$ cat config.mk
export PLATFORM = sky130hd
export DESIGN_NAME = serial_logic_unit
export DESIGN_NICKNAME = d
export VERILOG_FILES = /design/src/rtl/serial_logic_pkg.sv /design/src/rtl/lut2_cell.sv /design/src/rtl/serial_logic_unit.sv
export SDC_FILE = /design/constraint.sdc
export NUM_CORES = 1
export LEC_CHECK = 0
export CAP_MARGIN = 15
export CORE_MARGIN = 1.5
export CORE_UTILIZATION = 45
export CTS_CLUSTER_DIAMETER = 150
export CTS_CLUSTER_SIZE = 20
export DETAILED_ROUTE_END_ITERATION = 16
export GPL_TIMING_DRIVEN = 0
export PLACE_DENSITY = 0.7
export SYNTH_ARGS = -nofsm -noshare
export SYNTH_HDL_FRONTEND = slang
export SYNTH_SLANG_ARGS = --single-unit
$ cat constraint.sdc
create_clock -name clk -period 3.06 [get_ports clk]
set_clock_uncertainty 0.15 [all_clocks]
set_input_delay 0.612 -clock clk [delete_from_list [all_inputs] [get_ports clk]]
set_output_delay 0.612 -clock clk [all_outputs]
set_load 0.01 [all_outputs]
$ cat src/rtl/serial_logic_pkg.sv
// rtl/serial_logic_pkg.sv - shared state encoding and truth-table constants for serial_logic_unit
package serial_logic_pkg;

  typedef logic [1:0] state_t;

  localparam state_t ST_IDLE = 2'd0;
  localparam state_t ST_RUN  = 2'd1;
  localparam state_t ST_DONE = 2'd2;

  // Truth tables indexed by {a,b}; bit 3 is the a=1,b=1 output.
  localparam logic [3:0] FN_AND  = 4'b1000;
  localparam logic [3:0] FN_OR   = 4'b1110;
  localparam logic [3:0] FN_XOR  = 4'b0110;
  localparam logic [3:0] FN_NOR  = 4'b0001;
  localparam logic [3:0] FN_NAND = 4'b0111;
  localparam logic [3:0] FN_F7   = 4'b1101;

endpackage

$ cat src/rtl/lut2_cell.sv
// rtl/lut2_cell.sv - two-input lookup cell, y = fn[{a,b}]
module lut2_cell (
  input  logic [3:0] fn,
  input  logic       a,
  input  logic       b,
  output logic       y
);

  assign y = fn[{a, b}];

endmodule

$ cat src/rtl/serial_logic_unit.sv
// rtl/serial_logic_unit.sv - bit-serial two-input logic unit; ones output under SERIAL_LOGIC_POPCOUNT_EN
module serial_logic_unit
  import serial_logic_pkg::*;
#(
  parameter int WIDTH = 8,
  localparam int CNT_W = $clog2(WIDTH + 1)
) (
  input  logic             clk,
  input  logic             rst_n,
  input  logic             start,
  input  logic [3:0]       fn,
  input  logic [WIDTH-1:0] a,
  input  logic [WIDTH-1:0] b,
  output logic             busy,
  output logic             done,
  output logic [WIDTH-1:0] s
`ifdef SERIAL_LOGIC_POPCOUNT_EN
  ,
  output logic [CNT_W-1:0] ones
`endif
);

  // A 1-bit index keeps WIDTH=1 legal; it is only ever compared, never used to slice.
  localparam int IDX_W = (WIDTH > 1) ? $clog2(WIDTH) : 1;

  state_t             state_q, state_d;
  logic [IDX_W-1:0]   idx_q, idx_d;
  logic [WIDTH-1:0]   work_q, work_d;
  logic [WIDTH-1:0]   a_q, a_d;
  logic [WIDTH-1:0]   b_q, b_d;
  logic [3:0]         fn_q, fn_d;
  logic [WIDTH-1:0]   s_q, s_d;
  logic               a_bit, b_bit, y_bit;

  lut2_cell u_cell (
    .fn (fn_q),
    .a  (a_bit),
    .b  (b_bit),
    .y  (y_bit)
  );

  always_comb begin
    a_bit = 1'b0;
    b_bit = 1'b0;
    for (int i = 0; i < WIDTH; i++) begin
      if (idx_q == IDX_W'(i)) begin
        a_bit = a_q[i];
        b_bit = b_q[i];
      end
    end
  end

`ifdef SERIAL_LOGIC_POPCOUNT_EN
  logic [CNT_W-1:0] cnt_q, cnt_d;
  logic [CNT_W-1:0] ones_q, ones_d;
`endif

  always_comb begin
    state_d = state_q;
    idx_d   = idx_q;
    work_d  = work_q;
    a_d     = a_q;
    b_d     = b_q;
    fn_d    = fn_q;
    s_d     = s_q;
`ifdef SERIAL_LOGIC_POPCOUNT_EN
    cnt_d   = cnt_q;
    ones_d  = ones_q;
`endif
    case (state_q)
      ST_RUN: begin
        for (int i = 0; i < WIDTH; i++) begin
          if (idx_q == IDX_W'(i)) work_d[i] = y_bit;
        end
        idx_d = idx_q + IDX_W'(1);
`ifdef SERIAL_LOGIC_POPCOUNT_EN
        cnt_d = cnt_q + CNT_W'(y_bit);
`endif
        if (idx_q == IDX_W'(WIDTH - 1)) begin
          state_d = ST_DONE;
          s_d     = work_d;
`ifdef SERIAL_LOGIC_POPCOUNT_EN
          ones_d  = cnt_d;
`endif
        end
      end
      default: begin
        // IDLE and DONE both accept a new operation, which makes back-to-back runs free.
        if (start) begin
          state_d = ST_RUN;
          idx_d   = '0;
          work_d  = '0;
          a_d     = a;
          b_d     = b;
          fn_d    = fn;
`ifdef SERIAL_LOGIC_POPCOUNT_EN
          cnt_d   = '0;
`endif
        end else begin
          state_d = ST_IDLE;
        end
      end
    endcase
  end

  always_ff @(posedge clk) begin
    if (!rst_n) begin
      state_q <= ST_IDLE;
      idx_q   <= '0;
      work_q  <= '0;
      a_q     <= '0;
      b_q     <= '0;
      fn_q    <= '0;
      s_q     <= '0;
`ifdef SERIAL_LOGIC_POPCOUNT_EN
      cnt_q   <= '0;
      ones_q  <= '0;
`endif
    end else begin
      state_q <= state_d;
      idx_q   <= idx_d;
      work_q  <= work_d;
      a_q     <= a_d;
      b_q     <= b_d;
      fn_q    <= fn_d;
      s_q     <= s_d;
`ifdef SERIAL_LOGIC_POPCOUNT_EN
      cnt_q   <= cnt_d;
      ones_q  <= ones_d;
`endif
    end
  end

  assign busy = (state_q == ST_RUN);
  assign done = (state_q == ST_DONE);
  assign s    = s_q;
`ifdef SERIAL_LOGIC_POPCOUNT_EN
  assign ones = ones_q;
`endif

endmodule

==> summary.txt <==
Critical path
  – Required @ worst endpoint: a little over 3000 ps
  – Critical Path Start Type: flop
  – CP Capture Type: flop
  – Crit Path Max Fanout: 10
  – Worst path arrival time: ~2600 ps
  – WS Path Type: flop to flop

Global routing
  – Tot GR Track Use: approximately a fifth
  – Vias in the first global route: about 1500
  – First-pass GRT wire length: 7270 microns
  – Largest net degree at the start of global routing: 14
  – Initial antenna violation count: 0
  – Grt total ovfl: 0

Route
  – WL/cell: ~14 microns
  – Wire length on met3: about 170 microns
  – Metal2 WL: approximately 2000 microns
  – DR vias/cell: 5.36
  – Number of routed nets with antenna violations: 0
  – DR top layer: met4
  – Vias: ~1700
  – DRT iter0 DRCs: 120
  – Met1 wire length: 2010 microns
  – WL final: 4240 microns
  – Final routed DRC violation total: 0
  – First drt pass iteration count: 4

Die
  – # rows: 23
  – Core Area: just over 4000 sq um
  – Num ports: 33
  – DIE HEIGHT: a little under 70 microns
  – Initial Util: 47.0%
  – Die X: approximately 68 microns
  – Die ar.: around 4600 sq um

CTS
  – Post-CTS Hold Fix Bufs: 0
  – Clk_lat worst skew: just under 300 ps
  – Clock transition at path regs: around 80 ps
  – CTS max path bufs: 2
  – CTS tree: done
  – # Post-CTS Setup Buffers: 0
  – H-tree levels: 2
  – Total CTS buffers: 5
  – Root Driver: clkbuf_8
  – Post-cts resize count: 0
  – Clock sinks: 40

STA
  – Setup-failing EPs final: 0
  – Fin crit share: between 80% and 90%
  – Achievable Freq: approximately 0.38 GHz
  – Setup_tns: 0 ps
  – Final count of hold timing violations: 0
  – Unrepaired setup endpoints after global routing: false
  – Max_slew headroom: between 40% and 50%
  – Tmin final: around 2600 ps
  – Worst Tran Pin Value: slightly below 800 ps
  – Slew Limit Fails: 0

Place
  – Port bufs: 32
  – Area post-placement: 2280 sq um
  – Routability cong.: approximately 0.76
  – DP Wirelength: between 2000 and 3000 microns
  – Placed Cells: between 300 and 400

Outcome
  – Outcome: complete, no violations

Power and ir drop
  – Leak: 0.884 nW
  – Peak supply drop: approximately 0.35 mV
  – Power density cells: around 460 nW/um^2

Synth
  – Mapped Area: 1900 sq um
  – Mapped Avg Cell Area: 8.66 sq um
  – Synth async-reset ratio: 0%
  – Seq cells post-synth: 40
  – Synth Net Count: around 250
  – Yosys warning count: 0
  – Distinct cell type count of the synthesized netlist: 38
  – Post-synth EDFFs: 0
  – Ys flop type: dfxtp_1
  – Sequential fraction of the synthesis area: 42.2%
  – Cells after Synth: approximately 220

Final layout
  – Commonest non-fill, non-tap cell in the layout: nand2_1
  – Non-Filler Instances: between 300 and 400
  – Final instance area: approximately 2400 sq um
  – Number of nets in the layout: 287
  – Share of cells above drive strength 1: 7.34%
  – Highest-count cells in the layout ignoring fill and taps: nand2_1 (56), dfxtp_1 (40), clkdlybuf4s50_1 (32)
  – Layout area overhead: 26.1%
  – Ant. Diodes: 0

Job
  – Number of max-cap violations: 0

Worst hold path
  – Min-Delay Path Class: flop to flop
## state kept, by name, indices dropped and copies added, names as in the netlist
name / count
a_q: 8
b_q: 8
s: 8
work_q: 7
fn_q: 4
idx_q: 3
state_q: 2
## cell type report
| type | count | area, sq um |
|---|---|---|
| tap | 50 | 62.6 |
| clock buffer | 5 | 68.8 |
| multi-input combinational | 161 | 1020 |
| sequential | 40 | 801 |
| clock inverter | 3 | 42.5 |
| inverter | 7 | 26.3 |
| timing repair buffer | 32 | 320 |
| buffer | 11 | 45.0 |
| fill | 393 | 1640 |
## cell families (layout without fill, tap and decap cells)
logic type                 Yosys count  count (layout)  share of synthesized area [%]
and+or+nand+nor                     78              78                           18.6
AOI/OAI and AO/OA                   77              77                           31.4
DFF                                 40              40                           42.2
buffers and inverters               18              58                           3.76
adders and majority gates            6               6                           3.96
## where the power goes
group | total [W] | internal [W] | switching (W)
registers | 0.000549 | 0.000538 | 0.0000116
clock network | 0.000432 | 0.000241 | 0.000191
logic | 0.000125 | 0.0000608 | 0.0000643
## through the flow
stage | hold WS, ps | setup slack (ps) | power [W] | util [%]
after floorplan | 289 | 853 | 0.000633 | -
after global placement | 284 | 519 | 0.000685 | 56.6
after detailed placement | 298 | 511 | 0.000687 | 56.6
after CTS | 311 | 461 | 0.00111 | 59.3
after global routing | 338 | 312 | 0.00115 | 59.3
final | 309 | 448 | 0.00111 | 59.3
## Yosys cell counts (2+ instances only)
master / number / area [sq um]
nand2_1: 56 / 210
dfxtp_1: 40 / 801
a21boi_0: 20 / 150
o21ai_0: 11 / 55.1
clkbuf_1: 8 / 30.0
a32oi_1: 7 / 61.3
o21ai_1: 7 / 35.0
o22ai_1: 7 / 43.8
ha_1: 6 / 75.1
a21oi_1: 5 / 25.0
inv_1: 5 / 18.8
nor2b_1: 5 / 31.3
nor3_1: 4 / 20.0
buf_2: 3 / 15.0
nor2_1: 3 / 11.3
a22oi_1: 2 / 15.0
a22oi_4: 2 / 42.5
a2bb2oi_1: 2 / 17.5
and2_1: 2 / 12.5
clkinv_1: 2 / 7.51
nand3b_1: 2 / 15.0
nor3b_1: 2 / 15.0
o2111ai_1: 2 / 17.5
o21a_1: 2 / 15.0
## metal layers
metal | up-vias | GRT usage (%)
li1 | 852 | -
met4 | 0 | 7.50
met1 | 755 | 26.4
met3 | 12 | 3.95
met2 | 37 | 35.8
met5 | - | 0
## worst paths after layout
check                         from                      to  slack [ps]  cells after the start
max          idx_q[2]$_SDFFE_PN0P_  work_q[6]$_SDFFE_PN0P_         450                      8
max reg2reg  idx_q[2]$_SDFFE_PN0P_  work_q[6]$_SDFFE_PN0P_         450                      8
min              s[7]$_SDFFE_PN0P_       s[7]$_SDFFE_PN0P_         310                      2
min reg2reg      s[7]$_SDFFE_PN0P_       s[7]$_SDFFE_PN0P_         310                      2
## worst max-delay path, cell delays in order (launching register included)
cell and delay (ps):
dfxtp_1 370, buf_2 260, inv_1 180, ha_1 330, a2111oi_4 380, o21a_2 220, o211ai_2 170, a22oi_4 290
o22ai_1 130
(Power assumes the default switching activity.)
